--- config.mk ---
export PLATFORM = sky130hd
export DESIGN_NAME = instr_scheduler
export DESIGN_NICKNAME = d
export VERILOG_FILES = /design/src/rtl/instr_scheduler.sv
export SDC_FILE = /design/constraint.sdc
export NUM_CORES = 1
export LEC_CHECK = 0
export CAP_MARGIN = 20
export CORE_UTILIZATION = 45
export CTS_CLUSTER_DIAMETER = 40
export CTS_CLUSTER_SIZE = 24
export DETAILED_ROUTE_END_ITERATION = 16
export SYNTH_ARGS = -nofsm -noshare
export SYNTH_HDL_FRONTEND = slang
export SYNTH_SLANG_ARGS = --single-unit
--- constraint.sdc ---
create_clock -name clk -period 2.6 [get_ports clk]
set_input_delay 0.26 -clock clk [delete_from_list [all_inputs] [get_ports clk]]
set_output_delay 0.26 -clock clk [all_outputs]
set_load 0.01 [all_outputs]
--- src/rtl/instr_scheduler.sv ---
// instr_scheduler: host instruction FIFO plus launch/feed/drain sequencer for the accelerator controller
module instr_scheduler #(
  parameter int INSTR_SIZE = 32,
  parameter int DEPTH      = 16,
  parameter int CW         = $clog2(DEPTH+1)
) (
  input  logic                  clk,
  input  logic                  rst,
  input  logic                  host_valid,
  input  logic [INSTR_SIZE-1:0] host_instr,
  output logic                  host_ready,
  input  logic                  go,
  output logic                  acc_start,
  output logic                  instr_valid,
  output logic [INSTR_SIZE-1:0] instr,
  input  logic                  acc_rd_nxt,
  input  logic                  acc_ready,
  output logic                  busy,
  output logic                  done,
  output logic                  underrun,
  output logic [CW-1:0]         fifo_count,
  output logic [CW-1:0]         issued
);
  localparam int AW = $clog2(DEPTH);
  typedef enum logic [2:0] {IDLE, LAUNCH, FEED, DRAIN, DONE} state_t;
  state_t state, next;
  logic [INSTR_SIZE-1:0] mem [DEPTH];
  logic [AW-1:0] wptr, rptr;
  logic [CW-1:0] count, remaining;
  logic drain_seen, push, pop, go_idle;
  assign host_ready  = count < CW'(DEPTH);
  assign push        = host_valid && host_ready;
  assign instr_valid = state == FEED && remaining != '0;
  assign pop         = instr_valid && acc_rd_nxt;
  assign instr       = mem[rptr];
  assign acc_start   = state == LAUNCH;
  assign busy        = state != IDLE;
  assign done        = state == DONE;
  assign fifo_count  = count;
  assign go_idle     = state == IDLE && go;
  // storage needs no reset: the pointers alone decide which entries are live
  always_ff @(posedge clk)
    if (push) mem[wptr] <= host_instr;
  // pointers wrap naturally since DEPTH is a power of two
  always_ff @(posedge clk or posedge rst)
    if (rst) begin
      wptr  <= '0;
      rptr  <= '0;
      count <= '0;
    end else begin
      if (push) wptr <= wptr + 1'b1;
      if (pop) rptr <= rptr + 1'b1;
      count <= count + CW'(push) - CW'(pop);
    end
  // state register
  always_ff @(posedge clk or posedge rst)
    if (rst) state <= IDLE;
    else state <= next;
  // next-state: FEED leaves on the pop of the last word; DRAIN ignores ready on its first cycle
  always_comb begin
    next = state;
    case (state)
      IDLE:    next = !go ? IDLE : (count != '0 ? LAUNCH : DONE);
      LAUNCH:  next = FEED;
      FEED:    next = (remaining == '0 || (pop && remaining == CW'(1))) ? DRAIN : FEED;
      DRAIN:   next = drain_seen && acc_ready ? DONE : DRAIN;
      DONE:    next = IDLE;
      default: next = IDLE;
    endcase
  end
  // program bookkeeping: length snapshot at go, issue count and sticky underrun
  always_ff @(posedge clk or posedge rst)
    if (rst) begin
      remaining  <= '0;
      issued     <= '0;
      underrun   <= 1'b0;
      drain_seen <= 1'b0;
    end else begin
      drain_seen <= state == DRAIN;
      if (go_idle) begin
        remaining <= count;
        issued    <= '0;
        underrun  <= 1'b0;
      end else if (pop) begin
        remaining <= remaining - 1'b1;
        issued    <= issued + 1'b1;
      end
      if (state == FEED && acc_rd_nxt && !instr_valid) underrun <= 1'b1;
    end
endmodule

### Word-level counts from Yosys, hierarchy flattened

Memories as Yosys holds them, arrays and structs flattened.
Index checks and enable logic that the tools add are counted.

| storage, ports and cells | value |
|---|---|
| register bits after elaboration | 28 |
| latch bits | 0 |
| memory bits (writable) | 512 |
| bits in read-only memories | 0 |
| bits of input ports | 38 |
| output and inout bits | 48 |
| logic and storage cells | 51 |
| memories | 1 |

Memory list:

| memory | depth | width | rd ports | clocked after memory_dff | write ports | line | text |
|---|---|---|---|---|---|---|---|
| mem | 16 | 32 | 1 | 0 | 1 | 27 | `logic [INSTR_SIZE-1:0] mem [DEPTH];` |

| operators by class | value |
|---|---|
| add/sub/neg operators | 6 |
| multiply operators | 0 |
| div/mod/pow operators | 0 |
| order comparisons | 1 |
| eq/ne operators | 5 |
| shift operators | 0 |
| multiplexer cells | 13 |
| bitwise gates (word level) | 0 |
| reductions and logical operators | 17 |

Operator list:

| operator | count |
|---|---|
| $mux 5 | 4 |
| $pmux 3 s4 | 1 |
| $reduce_bool 5->1 | 2 |
| $mux 3 | 3 |
| $add 4x1->4 const B | 2 |
| $logic_and 1x1->1 | 8 |
| $eq 3x2->1 const B | 2 |
| $add 5x1->5 | 1 |
| $add 5x1->5 const B | 1 |
| $eq 5x1->1 const B | 1 |
| $logic_not 5->1 | 1 |
| $lt 5x5->1 const B | 1 |
| $mux 1 | 5 |
| $sub 5x1->5 | 1 |
| $sub 5x1->5 const B | 1 |
| $reduce_bool 2->1 | 2 |
| $eq 3x1->1 const B | 1 |
| $eq 3x3->1 const B | 1 |
| $logic_not 3->1 | 1 |
| $reduce_bool 3->1 | 1 |
| $logic_not 1->1 | 1 |
| $logic_or 1x1->1 | 1 |

### Logic depth before layout (Yosys ltp)

| logic depth | value |
|---|---|
| depth after elaboration | 7 |
| mapped depth | 13 |
| mapped depth without buffers | 12 |

### Worst setup path before layout

OpenSTA, ideal clock, no wires.

| path | value |
|---|---|
| kind | reg2reg |
| start point | register remaining[0] |
| end point | register count[4], in the netlist fifo_count[4] |
| library setup time | 124 ps |
| arrival | 2592 ps |
| required time | 2476 ps |
| slack | -117 ps |
| cell stages (with the launch flop) | 14 |
| path buffers | 1 |
| clock period less this slack | 2717 ps |
| cells stage by stage | dfrtp_1 > inv_1 > ha_1 > or4b_4 > buf_6 > nand2_8 > inv_4 > ha_1 > inv_1 > ha_1 > fa_1 > a21oi_1 > o21bai_1 > xnor2_1 |

| between the ends | value |
|---|---|
| cells in the longest elaborated chain, start to end | 4 |

RTL lines:

| element | line | text |
|---|---|---|
| start: declaration | 29 | `logic [CW-1:0] count, remaining;` |
| start signal: assignment | 81 | `remaining <= count;` |
| start signal: assignment | 85 | `remaining <= remaining - 1'b1;` |
| $reduce_bool 5->1 | 33 | `assign instr_valid = state == FEED && remaining != '0;` |
| $logic_and 1x1->1 | 33 |  |
| $logic_and 1x1->1 | 34 | `assign pop = instr_valid && acc_rd_nxt;` |
| via pop | 30 | `logic drain_seen, push, pop, go_idle;` |
| $sub 5x1->5 | 53 | `count <= count + CW'(push) - CW'(pop);` |
| end signal: assignment | 53 |  |
| end: declaration | 29 |  |

The timed path passes the listed nets, and every way through them passes these cells.
A chain may end at the register's enable or synchronous reset.

### Worst setup path in the final report

| path | value |
|---|---|
| start point | register rptr[0] |
| end point | output instr[3] |

| between the ends | value |
|---|---|
| cells in the longest elaborated chain, start to end | 1 |

RTL lines:

| element | line | text |
|---|---|---|
| start: declaration | 28 | `logic [AW-1:0] wptr, rptr;` |
| start signal: assignment | 52 | `if (pop) rptr <= rptr + 1'b1;` |
| $mem_v2 16x32 | - |  |
| end: declaration | 15 | `output logic [INSTR_SIZE-1:0] instr,` |

No other way between the ends.

==> impl_results.md <==
* Seq cells post-synth at 540
* Drt total wl at ~47000 um
* Mapped cell area at 20900 um2
* Hold Fails Final Rpt at 0
* Failing checks: setup timing
* Initial antenna violation count at 2
* Ys Warns at 0
* # setup viols final at 32
* Crit path time final at around 2.8 ns
* Clock Tree Buf Depth at 3
* DRC viols at 0
* Leading cell type in the layout, fill and taps excluded: edfxtp_1
* Global route hottest layer: met2
* Number of library cell types mapped by synthesis at 52
* Peak VDD IR at 0.000667 V
* Detailed Routing Iterations Pass 1 at 5
* ANT nets after route at 0
* GRT overflow at 0
* Worst reg-to-reg path cell count at 12
* Sw Pwr at 9.28 mW
* Gate count of the mapped netlist at 952
* Fin crit share at 1.09
* Leak Pwr at 8.90 nW
* Mapped Avg Cell Area at 21.9 um2
* Worst-path clk slew at 0.06 ns
* RSZ-0062 raised after global routing: yes
* Critical Path AT at 2.58 ns
* Worst setup SP type: register
* Initial Util at 0.458
* Max Clk Rate at 353 MHz
* Cell Rows at 78
* Worst-margin pin slew at 0.736 ns
* Yosys top cell by area: edfxtp_1
* Post-synth top area share at 0.737
* DP HPWL at between 20000 and 30000 um
* M2 GR Usage at 0.346
* Number of enable flip-flop cells after synthesis at 512
* R2R setup slack at about 0.05 ns
* R2r startpoint: remaining[1]
* Ys async rst share at 0.0519
* Tightest Hold Check Type: input port to async pin
* Placed cell count at 1673
* Setup TNS at -4.11 ns
* Hold buffer count at cts at 0
* Root buffer cell: clkbuf_16
* Pins Over Slew Limit at 0
* Total track usage at 0.209
* Max Cap Viol at 0
* CTS tree: yes
* Via density at 5.64
* Layout area overhead at 27.4%
* Commonest non-fill, non-tap cells in the layout: edfxtp_1, mux4_2, clkbuf_16, buf_4, clkdlybuf4s50_1
* Synth area leaders: edfxtp_1, mux4_2, dfrtp_1, a22oi_1, ha_1
* Pin count of the biggest net entering global routing at 45
* Die H at 217 um
* Worst skew pair latency at 0.62 ns
* Power Internal at 21.3 mW
* Die X at 217 um
* Slew HR at 0.509
* Outcome: finished with violations
* Clock power share at 0.320
* Global-route wire length before repair at 70800 um
* Nets at 1244
* Syn_nets at approximately 1.0k
* Num CTS Buffers at between 70 and 80
* GPL Wtd Cong at 0.732
* Post-place setup slack at 0.0379 ns
* PD cells at 1150 nW/um2
* CTS H-Tree Depth at 3
* Ports at 86
* Wire per inst at 25.7 um
* Core Area at 45600 um2
* Final WS setup at -0.235 ns
* Number of port buffers at 85
* Max Fanout on Critical Path at 7
* Clk_skew at 0.0282 ns
* Critical Path RT at 2.34 ns
* Sequential power share at 0.347
* 1st-iter DRT viols at around 800
* Final std cells w/o fill at roughly 1.8k
* Die area at 47200 um2
* Dominant synthesized flop cell: edfxtp_1
* Met3 Resource Use GR at 0.0386
* RR Endpoint: fifo_count[4]
* Met1 global-route usage at 0.280
* Endpoint type of the worst setup path: output port
* Clock tree sinks at 540
* Post-synthesis sequential area ratio at 0.771
* Layout cells sized above 1 at 0.401
* Crit Path Class: register to output port
* Combinational share of power at 0.333
* Switching Share at 0.303
* Vias in the first global route at 11.1k
* Via Count at around 10k
-- worst max-delay path: stages (launching register included) --
cell	delay [ns]
dfrtp_4	0.50
buf_12	0.15
buf_12	0.15
buf_16	0.15
buf_12	0.13
mux4_2	0.44
a22oi_2	0.20
nand2_1	0.08
buf_2	0.15
-- cell families after synthesis --
| logic type | count (synthesis) | synth area share |
|---|---|---|
| xor gates and xnor gates | 12 | 0.00504 |
| DFF | 540 | 0.771 |
| AOI/OAI and AO/OA | 92 | 0.0324 |
| muxes | 130 | 0.139 |
| buffers and inverters | 66 | 0.0157 |
| adders and majority gates | 16 | 0.00996 |
| and+or+nand+nor | 96 | 0.0265 |
-- layout make-up --
class | count | area, um2
multi-input combinational | 346 | 4760
antenna | 1 | 2.50
tap | 600 | 751
sequential | 540 | 16100
timing repair buffer | 216 | 2470
clock inverter | 53 | 621
fill | 3277 | 19000
clock buffer | 79 | 1830
inverter | 14 | 55.1
-- per-layer routing --
metal	vias to the layer above	wire [um]
met4	2	811
met2	324	24000
li1	4500	-
met5	-	13
met1	5545	19800
met3	61	2760
-- cells in the mapped netlist, types with 2 or more instances --
| cell type | n |
|---|---|
| a211oi_1 | 2 |
| a21oi_1 | 5 |
| a22oi_1 | 65 |
| and2_1 | 17 |
| buf_2 | 5 |
| buf_4 | 7 |
| buf_6 | 6 |
| clkbuf_1 | 34 |
| dfrtp_1 | 28 |
| edfxtp_1 | 512 |
| ha_1 | 15 |
| inv_1 | 12 |
| mux4_2 | 128 |
| nand2_1 | 40 |
| nand3_1 | 8 |
| nor2_1 | 2 |
| nor2b_1 | 3 |
| nor3_1 | 4 |
| nor3b_1 | 5 |
| nor4b_2 | 2 |
| o211ai_1 | 3 |
| o21ai_0 | 5 |
| o21bai_1 | 2 |
| o31ai_1 | 2 |
| or3_1 | 2 |
| or4_1 | 2 |
| xnor2_1 | 8 |
| xor2_1 | 4 |
-- repair_timing --
item	CTS	global route
gates resized for setup	203	22
buffers inserted	31	8
endpoints found under the hold margin	0	0
endpoints found under the setup margin	32	33
pin swaps	62	25
cloned	8	0
-- worst max path at each step --
stage | start | cells past startpoint | slack (ns) | to
floorplan | remaining[0] | 13 | 0.005 | fifo_count[4]
global placement | remaining[1] | 12 | 0.06 | fifo_count[4]
detailed placement | remaining[1] | 12 | 0.04 | fifo_count[4]
CTS | rptr[0] | 8 | -0.25 | instr[3]
global route | rptr[0] | 9 | -0.31 | instr[22]
finish | rptr[0] | 8 | -0.24 | instr[3]
-- power by group through the flow --
stage	Sequential, mW	Clock, mW	Combinational, mW
final	10.6	9.79	10.2
after global routing	10.7	10.3	10.9
after CTS	10.6	9.99	10.2
after detailed placement	10.8	0	8.95
after global placement	10.8	0	8.90
after floorplan	10.7	0	5.20
-- sequential cells by signal, indices dropped and copies added (netlist names) --
signal,flops
issued,5
wptr,4
rptr,4
drain_seen,1
fifo_count,5
underrun,1
mem,512
remaining,5
state,3
-- per-stage QoR --
step	power, mW	hold WS, ns	util	area [um2]
after detailed placement	19.8	0.485	0.512	23400
after CTS	30.9	0.112	0.581	26500
after floorplan	15.9	0.325	-	20900
final	30.6	0.0935	0.583	26600
after global placement	19.7	0.474	0.512	23400
after global routing	31.9	0.170	0.583	26600
Note: power is estimated with default switching activity, not from simulation.
